## src/rtl/synth_pkg.sv

```systemverilog
// Shared constants for the voice allocator: widths, state encoding and the
// retrigger gap derived from the synthesis clock and the audio sample rate.
package synth_pkg;

  localparam int NVOICES_DEF = 3;
  localparam int NOTE_W      = 7;
  localparam int FREQ_W      = 16;

  // One 48 kHz sample period at 24.576 MHz is 512 clocks.
  localparam int CLK_HZ         = 24_576_000;
  localparam int SAMPLE_HZ      = 48_000;
  localparam int RETRIG_GAP_DEF = CLK_HZ / SAMPLE_HZ;

  localparam logic [1:0] ST_IDLE   = 2'd0;
  localparam logic [1:0] ST_LOOKUP = 2'd1;
  localparam logic [1:0] ST_APPLY  = 2'd2;
  localparam logic [1:0] ST_GAP    = 2'd3;

  typedef struct packed {
    logic              on;
    logic [NOTE_W-1:0] note;
    logic [FREQ_W-1:0] freq;
  } event_t;

endpackage

```

## src/rtl/voice_alloc_if.sv

```systemverilog
// Note-event handshake between a MIDI front end and the voice allocator.
interface voice_alloc_if;
  import synth_pkg::*;

  logic              ev_valid;
  logic              ev_ready;
  logic              ev_on;
  logic [NOTE_W-1:0] ev_note;
  logic [FREQ_W-1:0] ev_freq;

  modport master (output ev_valid, output ev_on, output ev_note, output ev_freq,
                  input ev_ready);
  modport slave  (input ev_valid, input ev_on, input ev_note, input ev_freq,
                  output ev_ready);

endinterface

```

## src/rtl/voice_lru.sv

```systemverilog
// Least-recently-assigned tracking: touching a voice makes it rank 0 and ages
// every voice that was more recent than it, so ranks stay a permutation.
module voice_lru
  import synth_pkg::*;
#(
  parameter int NVOICES = NVOICES_DEF,
  localparam int IW = (NVOICES > 1) ? $clog2(NVOICES) : 1
) (
  input  logic                 clk24,
  input  logic                 rst,
  input  logic                 touch,
  input  logic [IW-1:0]        touch_idx,
  output logic [NVOICES*IW-1:0] ranks
);

  logic [IW-1:0] rank_q [NVOICES];
  logic [IW-1:0] old_rank;

  assign old_rank = rank_q[touch_idx];

  always_ff @(posedge clk24) begin
    if (rst) begin
      for (int i = 0; i < NVOICES; i++) rank_q[i] <= IW'(i);
    end else if (touch) begin
      for (int i = 0; i < NVOICES; i++) begin
        if (IW'(i) == touch_idx)
          rank_q[i] <= '0;
        else if (rank_q[i] < old_rank)
          rank_q[i] <= rank_q[i] + IW'(1);
      end
    end
  end

  for (genvar g = 0; g < NVOICES; g++) begin : g_ranks
    assign ranks[g*IW +: IW] = rank_q[g];
  end

endmodule

```

## src/rtl/voice_alloc.sv

```systemverilog
// Polyphonic voice allocator: maps note-on/off events onto NVOICES gates with
// retrigger, free-voice and LRU-steal policies, plus a forced gate-low gap.
module voice_alloc
  import synth_pkg::*;
#(
  parameter int NVOICES    = NVOICES_DEF,
  parameter int RETRIG_GAP = RETRIG_GAP_DEF
) (
  input  logic                      clk24,
  input  logic                      rst,
  voice_alloc_if.slave              ev,
  input  logic                      all_off,
  output logic [NVOICES-1:0]        trig,
  output logic [NVOICES*FREQ_W-1:0] freq,
  output logic                      busy
);

  localparam int IW = (NVOICES > 1) ? $clog2(NVOICES) : 1;
  localparam int GW = $clog2(RETRIG_GAP + 1);

  logic [1:0]        state;
  event_t            cap;
  logic [NOTE_W-1:0] note_q [NVOICES];
  logic [FREQ_W-1:0] freq_q [NVOICES];
  logic [NVOICES-1:0] gate;
  logic [IW-1:0]     sel_idx;
  logic              sel_gated;
  logic              sel_hit;
  logic [GW-1:0]     gap_cnt;

  logic [NVOICES*IW-1:0] ranks;
  logic              lru_touch;

  logic              match_found;
  logic [IW-1:0]     match_idx;
  logic              free_found;
  logic [IW-1:0]     free_idx;
  logic [IW-1:0]     oldest_idx;

  assign ev.ev_ready = (state == ST_IDLE) && !rst && !all_off;
  assign busy        = (state != ST_IDLE) && !rst;
  assign trig        = gate;
  assign lru_touch   = (state == ST_APPLY) && cap.on && !all_off && !rst;

  for (genvar g = 0; g < NVOICES; g++) begin : g_freq
    assign freq[g*FREQ_W +: FREQ_W] = freq_q[g];
  end

  // Scanning downwards lets the lowest matching index win.
  always_comb begin
    match_found = 1'b0;
    match_idx   = '0;
    free_found  = 1'b0;
    free_idx    = '0;
    oldest_idx  = '0;
    for (int i = NVOICES - 1; i >= 0; i--) begin
      if (gate[i] && (note_q[i] == cap.note)) begin
        match_found = 1'b1;
        match_idx   = IW'(i);
      end
      if (!gate[i]) begin
        free_found = 1'b1;
        free_idx   = IW'(i);
      end
      if (ranks[i*IW +: IW] == IW'(NVOICES - 1)) oldest_idx = IW'(i);
    end
  end

  always_ff @(posedge clk24) begin
    if (rst) begin
      state     <= ST_IDLE;
      cap       <= '0;
      gate      <= '0;
      sel_idx   <= '0;
      sel_gated <= 1'b0;
      sel_hit   <= 1'b0;
      gap_cnt   <= '0;
      for (int i = 0; i < NVOICES; i++) begin
        note_q[i] <= '0;
        freq_q[i] <= '0;
      end
    end else if (all_off) begin
      state   <= ST_IDLE;
      gate    <= '0;
      gap_cnt <= '0;
    end else begin
      case (state)
        ST_IDLE: begin
          if (ev.ev_valid) begin
            cap   <= '{on: ev.ev_on, note: ev.ev_note, freq: ev.ev_freq};
            state <= ST_LOOKUP;
          end
        end
        ST_LOOKUP: begin
          sel_hit <= match_found;
          if (!cap.on || match_found) begin
            sel_idx   <= match_idx;
            sel_gated <= 1'b1;
          end else if (free_found) begin
            sel_idx   <= free_idx;
            sel_gated <= 1'b0;
          end else begin
            sel_idx   <= oldest_idx;
            sel_gated <= 1'b1;
          end
          state <= ST_APPLY;
        end
        ST_APPLY: begin
          state <= ST_IDLE;
          if (cap.on) begin
            note_q[sel_idx] <= cap.note;
            freq_q[sel_idx] <= cap.freq;
            if (sel_gated) begin
              gate[sel_idx] <= 1'b0;
              gap_cnt       <= GW'(RETRIG_GAP);
              state         <= ST_GAP;
            end else begin
              gate[sel_idx] <= 1'b1;
            end
          end else if (sel_hit) begin
            gate[sel_idx] <= 1'b0;
          end
        end
        ST_GAP: begin
          // Counter holds the number of gate-low cycles still owed.
          if (gap_cnt <= GW'(1)) begin
            gate[sel_idx] <= 1'b1;
            gap_cnt       <= '0;
            state         <= ST_IDLE;
          end else begin
            gap_cnt <= gap_cnt - GW'(1);
          end
        end
        default: state <= ST_IDLE;
      endcase
    end
  end

  voice_lru #(.NVOICES(NVOICES)) u_lru (
    .clk24     (clk24),
    .rst       (rst),
    .touch     (lru_touch),
    .touch_idx (sel_idx),
    .ranks     (ranks)
  );

endmodule

```

## src/flat_wrapper.sv

```systemverilog
// flat-port wrapper written by rule: the top's interface ports become plain ports
module voice_alloc_flat import synth_pkg::*;
#(
  parameter int NVOICES    = NVOICES_DEF,
  parameter int RETRIG_GAP = RETRIG_GAP_DEF
)
  (clk24, rst, all_off, trig, freq, busy, ev_ev_valid, ev_ev_on, ev_ev_note, ev_ev_freq, ev_ev_ready);
  voice_alloc_if ev_i ();
  input  logic clk24;
  input  logic rst;
  input  logic all_off;
  output logic [NVOICES-1:0] trig;
  output logic [NVOICES*FREQ_W-1:0] freq;
  output logic busy;
  input wire logic [$bits(ev_i.ev_valid)-1:0] ev_ev_valid;
  input wire logic [$bits(ev_i.ev_on)-1:0] ev_ev_on;
  input wire logic [$bits(ev_i.ev_note)-1:0] ev_ev_note;
  input wire logic [$bits(ev_i.ev_freq)-1:0] ev_ev_freq;
  output wire logic [$bits(ev_i.ev_ready)-1:0] ev_ev_ready;
  assign ev_i.ev_valid = ev_ev_valid;
  assign ev_i.ev_on = ev_ev_on;
  assign ev_i.ev_note = ev_ev_note;
  assign ev_i.ev_freq = ev_ev_freq;
  assign ev_ev_ready = ev_i.ev_ready;
  voice_alloc #(.NVOICES(NVOICES), .RETRIG_GAP(RETRIG_GAP)) u_core (.clk24(clk24), .rst(rst), .ev(ev_i), .all_off(all_off), .trig(trig), .freq(freq), .busy(busy));
endmodule
```

## config.mk

```make
export PLATFORM = sky130hd
export DESIGN_NAME = voice_alloc_flat
export DESIGN_NICKNAME = d
export VERILOG_FILES = /design/src/rtl/synth_pkg.sv /design/src/rtl/voice_alloc_if.sv /design/src/rtl/voice_lru.sv /design/src/rtl/voice_alloc.sv /design/src/flat_wrapper.sv
export SDC_FILE = /design/constraint.sdc
export NUM_CORES = 1
export LEC_CHECK = 0
export BUFFER_PORTS_ARGS = -buffer_cell sky130_fd_sc_hd__buf_2
export CORE_MARGIN = 2
export CORE_UTILIZATION = 38
export CTS_CLUSTER_DIAMETER = 30
export CTS_CLUSTER_SIZE = 24
export DETAILED_ROUTE_END_ITERATION = 8
export SLEW_MARGIN = 15
export SYNTH_ARGS = -nofsm -noshare
export SYNTH_HDL_FRONTEND = slang
export SYNTH_HIERARCHICAL = 1
export SYNTH_SLANG_ARGS = --single-unit
```

## constraint.sdc

```tcl
create_clock -name clk24 -period 2.63 [get_ports clk24]
set_clock_uncertainty 0.1 [all_clocks]
set_input_delay 0 -clock clk24 [delete_from_list [all_inputs] [get_ports clk24]]
set_output_delay 0 -clock clk24 [all_outputs]
set_load 0.05 [all_outputs]
```

==> results.toml, run 1 <==
[outcome]
status = "finished, final reports clean"

[layout]
layout.nets = 623
drive_gt1_share_pct = 22.9
num_antenna_cells = 0
fin_util_pct = 50.3
syn_to_final_growth_pct = 28.5

[synthesis]
syn_area_per_cell_um2 = 10.9
synthesis.area_um2 = 5200
synth_edf_count = 75
synthDistinctLibCells = 52
synthAdderAreaFrac_pct = 1.20
synth_nets = 509
synth_seq_cells = 118
synthXorXnorAreaFrac_pct = 5.05
yosys.area_share.simple_pct = 22.1
ys.flop_type = "edfxtp_1"
synth_seq_area_share_pct = 59.9
muxShareOfSynthArea_pct = 0.385
async_reset_ff_share_pct = 0
synth_top_family_by_area = "simple AND/OR/NAND/NOR gates"
synth_compound_area_share_pct = 8.45
yosysWarnings = 6
syn_inst = 476

[clock_tree]
path_clk_slew_ps = 50
h-tree-depth = 4
cts_buffers = 17
cts.sinks = 118
cts_tree = "built"
insertion_delay_ps = 410
cts_buffer_depth = 2
post_cts_buffers = 0
clockRootBuffer = "clkbuf_16"

[sta]
layout_min_cycle_time_ps = 2400
final-setup-viol-count = 0
relSlewSlack_pct = 60.3
tns_ps = 0
drv_slew = 0
fmax_mhz = 417
tightest_slew_ps = 596
fin_crit_sh_pct = 91.2
finalHoldViolCount = 0
grt_setup_unrepaired = "false"

[floorplanning]
pin_count = 81
dieWidth_um = 121
rows = 42
die_y_um = 121
fp.coreArea_um2 = 13300
dieArea_um2 = 14600
start_util_pct = 39.1

[global_route]
track_usage_pct = 17.0
antenna_found_initial = 0
busiest_layer = "met2"
met2_usage_pct = 27.2
grt_pass1_wl_um = 19000
gr-total-overflow = 0
grt_max_degree = 42
grt_pass1_vias = 3822
global_route.usage.met1_pct = 21.4
gr-usage-met3_pct = 5.78

[setup_path]
r2r_start = "u_core/u_lru/rank_q[1][1]"
endpoint = "u_core/u_lru/rank_q[1][0]"
slowest_delay_ps = 460
reg2reg_to = "u_core/u_lru/rank_q[1][0]"
crit_fanout = 5
critical-path-slowest-cell = "edfxtp_1"
critical_path_class = "flop to flop"
required_ps = 2660
crit_chain = "mux2i_1 > nor2_1 > a21oi_1 > ha_1 > a21o_2 > a31oi_2 > or4_4 > o311ai_0"
path_buf_inv = 0
start_kind = "flop"
r2r_slack_ps = 230
path_delay_family = "compound AO/OA/AOI/OAI gates"
reg2regPathDepth = 8
worst-path-stages = 8
crit_arrival_ps = 2430
end_kind = "flop"
startpoint = "u_core/u_lru/rank_q[1][1]"

[routing]
ant_nets = 0
dr.first_iter.drc_count = 221
first_pass_iters = 5
totalWireLength_um = 11800
drc_errors = 0
viasPerCell = 4.90
post_drt_wl_per_cell_um = 15.1
vias = 3815

[place]
place.gp.congestion = 0.823
hpwl_um = 7790
io_buffers = 80

[run]
max-cap-violations = 0

[power_and_ir_drop]
power_uw = 4580
power_density_nw_per_um2 = 686
cellLeakagePower_uw = 0.00262
vdd_ir_drop_max_v = 0.000427

[min_path]
hp-class = "input pin to flop"
worst register-to-register path, delay by kind of cell, from the launching register on:
kind,cells,cell delay [ps]
flip-flops,1,460
AND/OR/NAND/NOR,2,250
AO/OA/AOI/OAI,4,810
multiplexers,1,190
adder cells (fa/ha/maj),1,320
cells in the final DEF (no fill, tap or decap), types with 4 or more instances in the layout:
cell type / synthesis / final
a211oi_1: 4 / 4
a21oi_1: 34 / 34
and2_1: 70 / 70
buf_2: 3 / 80
buf_4: 0 / 11
clkbuf_16: 0 / 17
clkinv_2: 0 / 4
clkinvlp_4: 0 / 4
dfxtp_1: 43 / 43
dlygate4sd3_1: 0 / 30
edfxtp_1: 75 / 75
ha_1: 5 / 5
inv_1: 9 / 9
nand2_1: 59 / 59
nand2b_1: 6 / 6
nand4_1: 7 / 7
nor2_1: 37 / 37
nor2b_1: 4 / 4
nor3_1: 10 / 9
nor4_1: 4 / 4
o21ai_0: 6 / 6
or2_2: 4 / 4
xnor2_1: 24 / 24
xor2_1: 6 / 6
cell type report:
| class | count | area [um^2] |
|---|---|---|
| Multi-Input combinational cell | 322 | 1950 |
| Timing Repair Buffer | 122 | 803 |
| Inverter | 9 | 33.8 |
| Clock inverter | 14 | 135 |
| Fill cell | 1169 | 6610 |
| Sequential cell | 118 | 3110 |
| Tap cell | 176 | 220 |
| Clock buffer | 18 | 429 |
through the flow:
step                setup WS, ps  std cells  instance area [um^2]  hold slack [ps]
CTS                          253        779                  6680              257
floorplan                    356        476                  5200             36.0
finish                       231        779                  6680              275
global placement             341        717                  5820              141
global route                 113        779                  6680              266
detailed placement           284        717                  5820              149
power by group:
group          switching [uW]  internal, uW
Sequential               42.3          2020
Clock                     800          1380
Combinational             218           117
Total                    1060          3520
layer usage:
metal | share of wire (%) | wire [um] | up-vias
li1 | - | - | 1877
met1 | 44 | 5190 | 1838
met3 | 5.5 | 651 | 10
met5 | 0 | 0 | -
met4 | 0.84 | 99 | 0
met2 | 50 | 5850 | 90
synth_stat cells (7+ instances only):
master	n	share of area, %
edfxtp_1	75	43
and2_1	70	8.4
nand2_1	59	4.3
dfxtp_1	43	17
nor2_1	37	2.7
a21oi_1	34	3.3
xnor2_1	24	4.0
clkbuf_1	22	1.6
nor3_1	10	0.96
inv_1	9	0.65
nand4_1	7	0.84
flip-flops by register name (all words and copies together), names as in the netlist, named ones only:
signal,flops
u_core/cap,24
u_core/freq_q,48
u_core/gap_cnt,10
u_core/note_q,21
u_core/sel_gated,1
u_core/sel_hit,1
u_core/sel_idx,2
u_core/state,2
u_core/u_lru/rank_q,6
logic make-up (layout without fill, tap and decap cells):
logic type               count (synthesis)  in the layout
AO/OA/AOI/OAI                           68             68
AND/OR/NAND/NOR                        217            217
flip-flops                             118            118
XOR/XNOR                                30             30
buffers and inverters                   36            163
adder cells (fa/ha/maj)                  5              5
multiplexers                             2              2
timing repair:
item	in CTS	in global routing
gates resized for setup	0	0
endpoints found under the setup margin	0	0
endpoints found under the hold margin	41	0
hold buffers	30	0
how the worst min path moves through the flow:
stage,cells after the start,slack (ps),end,start
final,4,280,u_core/cap[17],ev_ev_note[1]
after detailed placement,3,150,u_core/cap[13],ev_ev_freq[13]
after global placement,3,140,u_core/cap[13],ev_ev_freq[13]
after CTS,4,260,u_core/cap[9],ev_ev_freq[9]
after floorplan,2,40,u_core/cap[0],ev_ev_freq[0]
after global routing,4,270,u_core/cap[17],ev_ev_note[1]
(Power assumes the default switching activity.)
==> run 2: changes to the inputs <==
- CORE_UTILIZATION: 38 -> 56
- PLACE_DENSITY: not set -> 0.79
==> results.toml, run 2 (synthesized netlist as in run 1, its figures left out) <==
[layout]
fin_util_pct = 76.5
fin_cells = 755
fillers = 526
final_cell_mix = "buf_2 (80), dlygate4sd3_1 (75), edfxtp_1 (75)"
top_register = "u_core/freq_q"
syn_to_final_growth_pct = 34.0
drive_gt1_share_pct = 21.0
layout_commonest_cell = "buf_2"
largest_reg_flops = 48
layout.nets = 664
largest_registers = "u_core/freq_q: 48 flops, u_core/cap: 24 flops, u_core/note_q: 21 flops"
num_antenna_cells = 0

[routing]
post_drt_wl_per_cell_um = 19.2
drc_errors = 0
vias = 4253
viasPerCell = 5.63
dr.first_iter.drc_count = 346
first_pass_iters = 7
ant_nets = 0
totalWireLength_um = 14500

[run]
max-cap-violations = 0

[setup_path]
start_kind = "flop"
reg2regPathDepth = 6
r2r_start = "u_core/state[0]"
endpoint = "u_core/cap[15]"
path_buf_inv = 3
path_delay_family = "buffers and inverters"
worst-path-stages = 6
reg2reg_to = "u_core/cap[15]"
slowest_delay_ps = 630
crit_arrival_ps = 2940
critical-path-slowest-cell = "dlygate4sd3_1"
required_ps = 2970
crit_chain = "nor4b_4 > buf_12 > nand2_1 > dlygate4sd3_1 > a21oi_1 > dlygate4sd3_1"
critical_path_class = "flop to flop"
crit_fanout = 24
r2r_slack_ps = 30
critPathMostFrequentCell = "dlygate4sd3_1"
startpoint = "u_core/state[0]"
end_kind = "flop"

[global_route]
track_usage_pct = 30.5
gr-total-overflow = 0
grt_pass1_vias = 4506
grt_pass1_wl_um = 22800
grt_max_degree = 42
antenna_found_initial = 0

[clock_tree]
cts_buffer_depth = 2
cts_buffers = 17
path_clk_slew_ps = 60
h-tree-depth = 4
post_cts_buffers = 0
cts.sinks = 118
insertion_delay_ps = 520
clockRootBuffer = "clkbuf_8"
cts_tree = "built"

[power_and_ir_drop]
cellLeakagePower_uw = 0.00279
vdd_ir_drop_max_v = 0.000624
power_uw = 4460
power_density_nw_per_um2 = 640

[sta]
final-setup-viol-count = 0
fin_crit_sh_pct = 98.9
drv_slew = 0
finalHoldViolCount = 0
tightest_slew_ps = 682
relSlewSlack_pct = 54.6
layout_min_cycle_time_ps = 2600
fmax_mhz = 384

[outcome]
status = "finished, final reports clean"

[place]
dp_cells = 648
hpwl_um = 7310
io_buffers = 80
place.gp.congestion = 0.807

[floorplanning]
rows = 35
die_y_um = 100
fp.coreArea_um2 = 9110
start_util_pct = 57.1
dieWidth_um = 100
pin_count = 81
dieArea_um2 = 10100

[min_path]
hp-class = "input pin to flop"
run 2: final cells by class:
| class | instances | area, um^2 | area share, % |
|---|---|---|---|
| Sequential cell | 118 | 3110 | 44.7 |
| Clock buffer | 20 | 425 | 6.11 |
| Inverter | 9 | 33.8 | 0.485 |
| Clock inverter | 12 | 82.6 | 1.19 |
| Multi-Input combinational cell | 322 | 1950 | 28.0 |
| Timing Repair Buffer | 163 | 1220 | 17.6 |
| Tap cell | 111 | 139 | 1.99 |
run 2: worst min path at each step:
stage	cells past startpoint	from	to
floorplan	2	ev_ev_freq[0]	u_core/cap[0]
global route	4	all_off	flop
CTS	4	all_off	flop
finish	4	all_off	flop
global placement	3	ev_ev_freq[5]	u_core/cap[5]
detailed placement	3	ev_ev_on	u_core/cap[23]
run 2: tightest hold or removal path: stages:
cell,delay (ps)
dlygate4sd3_1,530
buf_2,170
or2_2,200
a211oi_1,60
run 2: through the flow:
stage / setup slack [ps] / hold slack, ps / area, um^2 / TNS [ps]
final: 28.5 / 398 / 6970 / 0
after global routing: -30.4 / 428 / 6970 / -59.6
after CTS: 134 / 382 / 6950 / 0
after detailed placement: 346 / 146 / 5690 / 0
after global placement: 395 / 139 / 5690 / 0
after floorplan: 356 / 36.0 / 5200 / 0
run 2: repair_timing:
action | 4_1_cts | 5_1_grt
endpoints found under the hold margin | 43 | 0
setup endpoints to repair | 0 | 21
hold buffers | 75 | 0
gates resized for setup | 0 | 4
run 2: per-layer routing:
layer / global-route usage [%] / part of all wire [%] / vias to the layer above
li1: - / - / 1953
met2: 51.7 / 51 / 215
met3: 9.05 / 7.7 / 49
met5: 0 / 0 / -
met1: 34.5 / 38 / 2036
met4: 17.3 / 3.8 / 0
run 2: where the power goes:
group / switching, uW / total, uW / internal, uW / leakage, uW
registers: 48.8 / 2070 / 2020 / 0.00112
logic: 237 / 388 / 151 / 0.00142
clock network: 844 / 2000 / 1160 / 0.000253
